### config.mk
export PLATFORM = sky130hd
export DESIGN_NAME = multicycle_control_flat
export DESIGN_NICKNAME = d
export VERILOG_FILES = /design/src/rtl/mips_pkg.sv /design/src/rtl/multicycle_control_if.sv /design/src/rtl/multicycle_control.sv /design/src/flat_wrapper.sv
export SDC_FILE = /design/constraint.sdc
export NUM_CORES = 1
export LEC_CHECK = 0
export CAP_MARGIN = 20
export CORE_UTILIZATION = 40
export CTS_CLUSTER_SIZE = 20
export DETAILED_ROUTE_END_ITERATION = 10
export PLACE_DENSITY = 0.8
export SETUP_SLACK_MARGIN = 0.3
export SLEW_MARGIN = 20
export SYNTH_ARGS = -nofsm -noshare
export SYNTH_HDL_FRONTEND = slang
export SYNTH_SLANG_ARGS = --single-unit
### constraint.sdc
create_clock -name clk -period 2 [get_ports clk]
set_input_delay 0.2 -clock clk [delete_from_list [all_inputs] [get_ports clk]]
set_output_delay 0.2 -clock clk [all_outputs]
set_load 0.1 [all_outputs]
### src/rtl/mips_pkg.sv
// Shared encodings for the multicycle MIPS controller: FSM states, opcodes,
// ALU operation codes, mux selects and the bundled control word.
package mips_pkg;

    typedef enum logic [3:0] {
        S_FETCH     = 4'd0,
        S_DECODE    = 4'd1,
        S_MEM_ADDR  = 4'd2,
        S_MEM_READ  = 4'd3,
        S_MEM_WB    = 4'd4,
        S_MEM_WRITE = 4'd5,
        S_R_EXEC    = 4'd6,
        S_R_WB      = 4'd7,
        S_BRANCH    = 4'd8,
        S_JUMP      = 4'd9,
        S_I_EXEC    = 4'd10,
        S_I_WB      = 4'd11,
        S_EXCEPT    = 4'd12
    } state_e;

    localparam logic [5:0] OP_R    = 6'd0;
    localparam logic [5:0] OP_J    = 6'd2;
    localparam logic [5:0] OP_BEQ  = 6'd4;
    localparam logic [5:0] OP_BNE  = 6'd5;
    localparam logic [5:0] OP_ADDI = 6'd8;
    localparam logic [5:0] OP_SLTI = 6'd10;
    localparam logic [5:0] OP_ANDI = 6'd12;
    localparam logic [5:0] OP_ORI  = 6'd13;
    localparam logic [5:0] OP_LW   = 6'd35;
    localparam logic [5:0] OP_SW   = 6'd43;

    localparam logic [1:0] ALU_ADD   = 2'b00;
    localparam logic [1:0] ALU_SUB   = 2'b01;
    localparam logic [1:0] ALU_FUNCT = 2'b10;
    localparam logic [1:0] ALU_IOP   = 2'b11;

    // ALU B-operand selects: register, constant 4, immediate, immediate << 2
    localparam logic [1:0] B_REG   = 2'b00;
    localparam logic [1:0] B_FOUR  = 2'b01;
    localparam logic [1:0] B_IMM   = 2'b10;
    localparam logic [1:0] B_SHIMM = 2'b11;

    localparam logic [1:0] PC_ALU    = 2'b00;
    localparam logic [1:0] PC_BRANCH = 2'b01;
    localparam logic [1:0] PC_JUMP   = 2'b10;
    localparam logic [1:0] PC_EXC    = 2'b11;

    typedef struct packed {
        logic       pc_write;
        logic       pc_write_cond;
        logic       branch_ne;
        logic       i_or_d;
        logic       mem_read;
        logic       mem_write;
        logic       mem2reg;
        logic       ir_write;
        logic       reg_write;
        logic       reg_dst;
        logic       alu_src_a;
        logic       exception;
        logic [1:0] alu_src_b;
        logic [1:0] pc_source;
        logic [1:0] alu_op;
    } ctrl_t;

endpackage

### src/rtl/multicycle_control_if.sv
// Controller <-> datapath signal bundle. master = controller, slave = datapath.
interface multicycle_control_if;
    logic [5:0] opcode;
    logic       mem_ready;
    logic       pc_write;
    logic       pc_write_cond;
    logic       branch_ne;
    logic       i_or_d;
    logic       mem_read;
    logic       mem_write;
    logic       mem2reg;
    logic       ir_write;
    logic       reg_write;
    logic       reg_dst;
    logic       alu_src_a;
    logic       exception;
    logic [1:0] alu_src_b;
    logic [1:0] pc_source;
    logic [1:0] alu_op;
    logic [3:0] state;

    modport master (
        input  opcode, mem_ready,
        output pc_write, pc_write_cond, branch_ne, i_or_d, mem_read, mem_write,
               mem2reg, ir_write, reg_write, reg_dst, alu_src_a, exception,
               alu_src_b, pc_source, alu_op, state
    );

    modport slave (
        output opcode, mem_ready,
        input  pc_write, pc_write_cond, branch_ne, i_or_d, mem_read, mem_write,
               mem2reg, ir_write, reg_write, reg_dst, alu_src_a, exception,
               alu_src_b, pc_source, alu_op, state
    );
endinterface

### src/rtl/multicycle_control.sv
// Multicycle MIPS control FSM with a memory-wait watchdog that traps to EXCEPT.
// Outputs are decoded combinationally from state, latched opcode and mem_ready.
module multicycle_control
    import mips_pkg::*;
#(
    parameter int TIMEOUT = 15
) (
    input  logic                 clk,
    input  logic                 rst,
    multicycle_control_if.master bus
);

    localparam int            WW      = $clog2(TIMEOUT + 1);
    localparam logic [WW-1:0] TO_LAST = WW'(TIMEOUT - 1);

    state_e        state_q;
    logic [WW-1:0] wait_q;
    logic [5:0]    opc_q;
    logic          timeout;
    ctrl_t         ctrl;

    // The cycle that would make the count reach TIMEOUT is the last one tolerated.
    assign timeout = !bus.mem_ready && (wait_q == TO_LAST);

    always_ff @(posedge clk or posedge rst) begin
        if (rst) begin
            state_q <= S_FETCH;
            wait_q  <= '0;
            opc_q   <= '0;
        end else begin
            wait_q <= '0;
            case (state_q)
                S_FETCH: begin
                    if (bus.mem_ready)  state_q <= S_DECODE;
                    else if (timeout)   state_q <= S_EXCEPT;
                    else                wait_q  <= wait_q + WW'(1);
                end
                S_DECODE: begin
                    opc_q <= bus.opcode;
                    case (bus.opcode)
                        OP_R:                             state_q <= S_R_EXEC;
                        OP_LW, OP_SW:                     state_q <= S_MEM_ADDR;
                        OP_BEQ, OP_BNE:                   state_q <= S_BRANCH;
                        OP_J:                             state_q <= S_JUMP;
                        OP_ADDI, OP_SLTI, OP_ANDI, OP_ORI: state_q <= S_I_EXEC;
                        default:                          state_q <= S_EXCEPT;
                    endcase
                end
                S_MEM_ADDR: state_q <= (opc_q == OP_LW) ? S_MEM_READ : S_MEM_WRITE;
                S_MEM_READ: begin
                    if (bus.mem_ready)  state_q <= S_MEM_WB;
                    else if (timeout)   state_q <= S_EXCEPT;
                    else                wait_q  <= wait_q + WW'(1);
                end
                S_MEM_WRITE: begin
                    if (bus.mem_ready)  state_q <= S_FETCH;
                    else if (timeout)   state_q <= S_EXCEPT;
                    else                wait_q  <= wait_q + WW'(1);
                end
                S_R_EXEC: state_q <= S_R_WB;
                S_I_EXEC: state_q <= S_I_WB;
                default:  state_q <= S_FETCH;
            endcase
        end
    end

    always_comb begin
        ctrl = '0;
        case (state_q)
            S_FETCH: begin
                ctrl.mem_read  = 1'b1;
                ctrl.alu_src_b = B_FOUR;
                ctrl.ir_write  = bus.mem_ready;
                ctrl.pc_write  = bus.mem_ready;
            end
            S_DECODE:   ctrl.alu_src_b = B_SHIMM;
            S_MEM_ADDR: begin
                ctrl.alu_src_a = 1'b1;
                ctrl.alu_src_b = B_IMM;
            end
            S_MEM_READ: begin
                ctrl.mem_read = 1'b1;
                ctrl.i_or_d   = 1'b1;
            end
            S_MEM_WB: begin
                ctrl.reg_write = 1'b1;
                ctrl.mem2reg   = 1'b1;
            end
            S_MEM_WRITE: begin
                ctrl.mem_write = 1'b1;
                ctrl.i_or_d    = 1'b1;
            end
            S_R_EXEC: begin
                ctrl.alu_src_a = 1'b1;
                ctrl.alu_src_b = B_REG;
                ctrl.alu_op    = ALU_FUNCT;
            end
            S_R_WB: begin
                ctrl.reg_write = 1'b1;
                ctrl.reg_dst   = 1'b1;
            end
            S_I_EXEC: begin
                ctrl.alu_src_a = 1'b1;
                ctrl.alu_src_b = B_IMM;
                ctrl.alu_op    = ALU_IOP;
            end
            S_I_WB:     ctrl.reg_write = 1'b1;
            S_BRANCH: begin
                ctrl.alu_src_a     = 1'b1;
                ctrl.alu_src_b     = B_REG;
                ctrl.alu_op        = ALU_SUB;
                ctrl.pc_write_cond = 1'b1;
                ctrl.pc_source     = PC_BRANCH;
                ctrl.branch_ne     = (opc_q == OP_BNE);
            end
            S_JUMP: begin
                ctrl.pc_write  = 1'b1;
                ctrl.pc_source = PC_JUMP;
            end
            S_EXCEPT: begin
                ctrl.exception = 1'b1;
                ctrl.pc_write  = 1'b1;
                ctrl.pc_source = PC_EXC;
            end
            default: ;
        endcase
    end

    assign bus.pc_write      = ctrl.pc_write;
    assign bus.pc_write_cond = ctrl.pc_write_cond;
    assign bus.branch_ne     = ctrl.branch_ne;
    assign bus.i_or_d        = ctrl.i_or_d;
    assign bus.mem_read      = ctrl.mem_read;
    assign bus.mem_write     = ctrl.mem_write;
    assign bus.mem2reg       = ctrl.mem2reg;
    assign bus.ir_write      = ctrl.ir_write;
    assign bus.reg_write     = ctrl.reg_write;
    assign bus.reg_dst       = ctrl.reg_dst;
    assign bus.alu_src_a     = ctrl.alu_src_a;
    assign bus.exception     = ctrl.exception;
    assign bus.alu_src_b     = ctrl.alu_src_b;
    assign bus.pc_source     = ctrl.pc_source;
    assign bus.alu_op        = ctrl.alu_op;
    assign bus.state         = state_q;

endmodule

### src/flat_wrapper.sv
// flat-port wrapper written by rule: the top's interface ports become plain ports
module multicycle_control_flat import mips_pkg::*;
#(
    parameter int TIMEOUT = 15
)
  (clk, rst, bus_opcode, bus_mem_ready, bus_pc_write, bus_pc_write_cond, bus_branch_ne, bus_i_or_d, bus_mem_read, bus_mem_write, bus_mem2reg, bus_ir_write, bus_reg_write, bus_reg_dst, bus_alu_src_a, bus_exception, bus_alu_src_b, bus_pc_source, bus_alu_op, bus_state);
  multicycle_control_if bus_i ();
  input  logic clk;
  input  logic rst;
  input wire logic [$bits(bus_i.opcode)-1:0] bus_opcode;
  input wire logic [$bits(bus_i.mem_ready)-1:0] bus_mem_ready;
  output wire logic [$bits(bus_i.pc_write)-1:0] bus_pc_write;
  output wire logic [$bits(bus_i.pc_write_cond)-1:0] bus_pc_write_cond;
  output wire logic [$bits(bus_i.branch_ne)-1:0] bus_branch_ne;
  output wire logic [$bits(bus_i.i_or_d)-1:0] bus_i_or_d;
  output wire logic [$bits(bus_i.mem_read)-1:0] bus_mem_read;
  output wire logic [$bits(bus_i.mem_write)-1:0] bus_mem_write;
  output wire logic [$bits(bus_i.mem2reg)-1:0] bus_mem2reg;
  output wire logic [$bits(bus_i.ir_write)-1:0] bus_ir_write;
  output wire logic [$bits(bus_i.reg_write)-1:0] bus_reg_write;
  output wire logic [$bits(bus_i.reg_dst)-1:0] bus_reg_dst;
  output wire logic [$bits(bus_i.alu_src_a)-1:0] bus_alu_src_a;
  output wire logic [$bits(bus_i.exception)-1:0] bus_exception;
  output wire logic [$bits(bus_i.alu_src_b)-1:0] bus_alu_src_b;
  output wire logic [$bits(bus_i.pc_source)-1:0] bus_pc_source;
  output wire logic [$bits(bus_i.alu_op)-1:0] bus_alu_op;
  output wire logic [$bits(bus_i.state)-1:0] bus_state;
  assign bus_i.opcode = bus_opcode;
  assign bus_i.mem_ready = bus_mem_ready;
  assign bus_pc_write = bus_i.pc_write;
  assign bus_pc_write_cond = bus_i.pc_write_cond;
  assign bus_branch_ne = bus_i.branch_ne;
  assign bus_i_or_d = bus_i.i_or_d;
  assign bus_mem_read = bus_i.mem_read;
  assign bus_mem_write = bus_i.mem_write;
  assign bus_mem2reg = bus_i.mem2reg;
  assign bus_ir_write = bus_i.ir_write;
  assign bus_reg_write = bus_i.reg_write;
  assign bus_reg_dst = bus_i.reg_dst;
  assign bus_alu_src_a = bus_i.alu_src_a;
  assign bus_exception = bus_i.exception;
  assign bus_alu_src_b = bus_i.alu_src_b;
  assign bus_pc_source = bus_i.pc_source;
  assign bus_alu_op = bus_i.alu_op;
  assign bus_state = bus_i.state;
  multicycle_control #(.TIMEOUT(TIMEOUT)) u_core (.clk(clk), .rst(rst), .bus(bus_i));
endmodule
==> summary.md, run 1 <==
| Metric | Value |
|---|---|
| Ys flop type | sky130_fd_sc_hd__dfrtp_1 |
| Fraction of layout cells with a size suffix above 1 | 57.2% |
| Final hold violations | 0 |
| All-Layer GR Usage | 30.3% |
| Latest clock arrival within the worst-skew pair | 0.29 ns |
| Biggest fanout along the worst timing path | 8 |
| Max Root-Sink Buffers | 2 |
| CTS Root Buffer Type | sky130_fd_sc_hd__clkbuf_4 |
| Inserted Clock Buffers | 3 |
| Setup TNS | 0 ns |
| Highest-delay cell along the critical path | sky130_fd_sc_hd__or4b_4 |
| Type of origin of the critical path | register |
| Multi-input combinational cell area | 908 µm² |
| CTS sink count | 14 |
| Max Cap Violations | 0 |
| Crit Path Class | reg -> reg |
| Top-count cell post-synth | sky130_fd_sc_hd__nor2_1 |
| Via count of the first global-routing pass | 1230 |
| Worst Setup End Kind | register |
| Sequential cell area | 365 µm² |
| Cells traversed along the worst timing path | buf_12 -> buf_6 -> or4b_4 -> a31oi_1 -> o211ai_1 -> o31ai_1 |
| Cell taking the most area after synthesis | sky130_fd_sc_hd__dfrtp_1 |
| Final antenna diode count | 0 |
| Power Dens Cells | 1860 mW/mm² |
| Fillers | between 100 and 150 |
| Data arrival at the endpoint of the critical path | 2.08 ns |
| Die area | 0.00288 mm² |
| Number of nets produced by synthesis | ~140 |
| Netlist area before placement | 0.00107 mm² |
| Maximum number of pins on one net before global-route repair | 15 |
| Initial DRC Count | 55 |
| DIE HEIGHT | 53.6 µm |
| TritonCTS clock tree | done |
| Fraction of the yosys area taken by sequential cells | 32.9% |
| Mean area per synthesized cell | approximately 8.5 µm² |
| Number of synthesized flops with an enable pin | 0 |
| Initial antenna violation count | 0 |
| Synth top area share | 32.9% |
| Worst Skew | ~0.00084 ns |
| Die width | around 54 µm |
| Ratio of routed vias to standard cells | 6.11 |
| Outcome | finished clean |
| First-pass GRT wire length | 6.03 mm |
| CP max stage delay | 0.55 ns |
| Number of levels in the clock H-tree | 1 |
| Number of remaining DRC errors | 0 |
| Wirelength, routed | 4.66 mm |
| TritonRoute pass-1 iters | 4 |
| Routability congestion estimate from global placement | around 0.9 |
| CP required | 2.18 ns |
| Final total power | 4.11 mW |
| Clock Pin Slew Worst Setup and Hold Paths | 0.09 ns |
| Number of ports placed on the die boundary | 31 |
| Fraction of the core area covered by cells at the end of the flow | 88.2% |
| Antenna Nets Post-Route | 0 |
| Hold buffer count at CTS | 0 |
| Actual transition at the worst max-transition pin | between 0.5 and 0.6 ns |
| Leak | 0.898 nW |
| Final Hold Slack | around 0.26 ns |
| Cell count after synthesis | 125 |
| Final design area excluding fillers | 0.00221 mm² |
| Delay-heaviest family, CP | simple AND/OR/NAND/NOR gates |
| Final slew viol count | 0 |
| Total number of nets in the final design | a little under 200 |
| Via total after detailed routing | 1325 |
| Worst supply voltage drop on vdd | between 1.5 and 2 mV |
| Final setup viols | 0 |
| Cell Area, Placed | 0.00178 mm² |
| Area delta synth->final | 107% |
| Yosys Warn Count | 0 |
| Cell types with the highest counts after synthesis | 22 x sky130_fd_sc_hd__nor2_1, 14 x sky130_fd_sc_hd__dfrtp_1, 10 x sky130_fd_sc_hd__nand2b_1, 7 x sky130_fd_sc_hd__inv_1 |
| Half-perimeter wire length after placement | 2.26 mm |
| Total number of placement rows | 18 |
| Number of flip-flops and latches in the synthesized netlist | 14 |
| Synth top area cells | sky130_fd_sc_hd__dfrtp_1 33%, sky130_fd_sc_hd__nor2_1 7.7%, sky130_fd_sc_hd__mux2_4 7.0%, sky130_fd_sc_hd__nand2b_1 5.9%, sky130_fd_sc_hd__o211ai_1 3.5% |
| Share of synthesized registers carrying an async set or reset | 100% |
| Core Area | 0.00250 mm² |
| Mean routed wirelength per cell | 21.5 µm |
| Achievable clock frequency | 525 MHz |
| Time the worst path needs with I/O delays and setup | ~1.9 ns |
| I/O Buffers | 30 |
| Max-slew headroom at the worst pin | 63.7% |
| Path class of the lowest-slack min-delay path | in -> async |
| Initial core utilization | between 40% and 50% |
| RSZ-0062 raised after global routing | yes |
| Final clock period utilization by the worst path | between 90 and 100% |
| Library cells used by synthesis | 42 |
| GRT overflow | 0 |
| CP Buf/Inv Count | 2 |
state kept, by name (all words and copies together), names as in the netlist:
| register | cells |
|---|---|
| u_core.opc_q | 6 |
| u_core.wait_q | 4 |
| u_core.bus.state | 4 |
final timing paths:
| kind | cells after the start | slack (ns) | startpoint | end |
|---|---|---|---|---|
| setup / recovery | 6 | 0.1 | u_core.bus.state[2] | u_core.bus.state[2] |
| hold / removal | 2 | 0.26 | rst | u_core.opc_q[1] |
| setup reg to reg | 6 | 0.1 | u_core.bus.state[2] | u_core.bus.state[2] |
| hold reg to reg | 2 | 0.55 | u_core.opc_q[3] | u_core.opc_q[3] |
| max in group asynchronous | 2 | 1.34 | rst | u_core.bus.state[1] |
| min in group clk | 2 | 0.55 | u_core.opc_q[3] | u_core.opc_q[3] |
worst register-to-register path, cell delays in order, from the launching register on:
cell and delay, ns:
sky130_fd_sc_hd__dfrtp_4 0.52, sky130_fd_sc_hd__buf_12 0.16, sky130_fd_sc_hd__buf_6 0.12, sky130_fd_sc_hd__or4b_4 0.55, sky130_fd_sc_hd__a31oi_1 0.20, sky130_fd_sc_hd__o211ai_1 0.13
sky130_fd_sc_hd__o31ai_1 0.11
cells by family after synthesis:
logic type / share of synthesized area, %
AO/OA/AOI/OAI: 17.5
multiplexers: 7.98
adder cells (fa/ha/maj): 2.35
buffers and inverters: 6.57
flip-flops: 32.9
AND/OR/NAND/NOR: 29.5
XOR/XNOR: 3.29
report_power, final:
group	total, mW	leakage, nW	internal, mW	switching (mW)
Sequential	0.538	0.172	0.402	0.136
Combinational	3.36	0.706	1.40	1.96
Clock	0.212	0.0210	0.111	0.101
Total	4.11	0.898	1.91	2.20
area by class of cell:
cell class / instances / share of cell area (%)
multi-input combinational: 98 / 41.2
inverter: 7 / 1.36
sequential: 14 / 16.6
timing repair buffer: 64 / 37.5
tap: 30 / 1.70
clock buffer: 4 / 1.64
repair_timing:
action | CTS | global route
gates resized for setup | 19 | 6
setup buffers | 21 | 8
setup endpoints to repair | 20 | 22
pin swaps | 15 | 14
hold endpoints to repair | 0 | 0
cloned | 1 | 1
cells in the final DEF (no fill, tap or decap), types with 5 or more instances in the layout:
cell type | Yosys | final
sky130_fd_sc_hd__dfrtp_1 | 14 | 10
sky130_fd_sc_hd__buf_6 | 2 | 6
sky130_fd_sc_hd__buf_4 | 0 | 26
sky130_fd_sc_hd__nand2b_1 | 10 | 6
sky130_fd_sc_hd__o211ai_1 | 5 | 5
sky130_fd_sc_hd__buf_12 | 0 | 23
sky130_fd_sc_hd__clkdlybuf4s50_1 | 0 | 8
sky130_fd_sc_hd__mux2_4 | 5 | 5
sky130_fd_sc_hd__nor2_1 | 22 | 12
sky130_fd_sc_hd__inv_1 | 7 | 6
sky130_fd_sc_hd__nor2_4 | 0 | 8
metrics by stage:
step	setup slack [ns]	std cells
after floorplan	-0.431	125
after global placement	0.334	182
after detailed placement	0.291	182
after CTS	0.148	208
after global routing	0.0354	217
final	0.0964	217
per-layer routing:
layer | global-route usage (%) | share of wire, %
met5 | 0 | 0
met4 | 13.6 | 6.3
met3 | 6.21 | 5.8
met2 | 51.7 | 50
met1 | 36.5 | 38
Note: power is estimated with default switching activity, not from simulation.
==> inputs of run 2 (changes only) <==
--- a/config.mk
+++ b/config.mk
@@ -7,10 +7,10 @@
 export LEC_CHECK = 0
 export CAP_MARGIN = 20
 export CORE_UTILIZATION = 40
-export CTS_CLUSTER_SIZE = 20
 export DETAILED_ROUTE_END_ITERATION = 10
 export PLACE_DENSITY = 0.8
 export SETUP_SLACK_MARGIN = 0.3
+export SKIP_LAST_GASP = 1
 export SLEW_MARGIN = 20
 export SYNTH_ARGS = -nofsm -noshare
 export SYNTH_HDL_FRONTEND = slang
==> results of run 2 <==
Same layout as run 1: the final DEF is identical, and so are final timing and power.
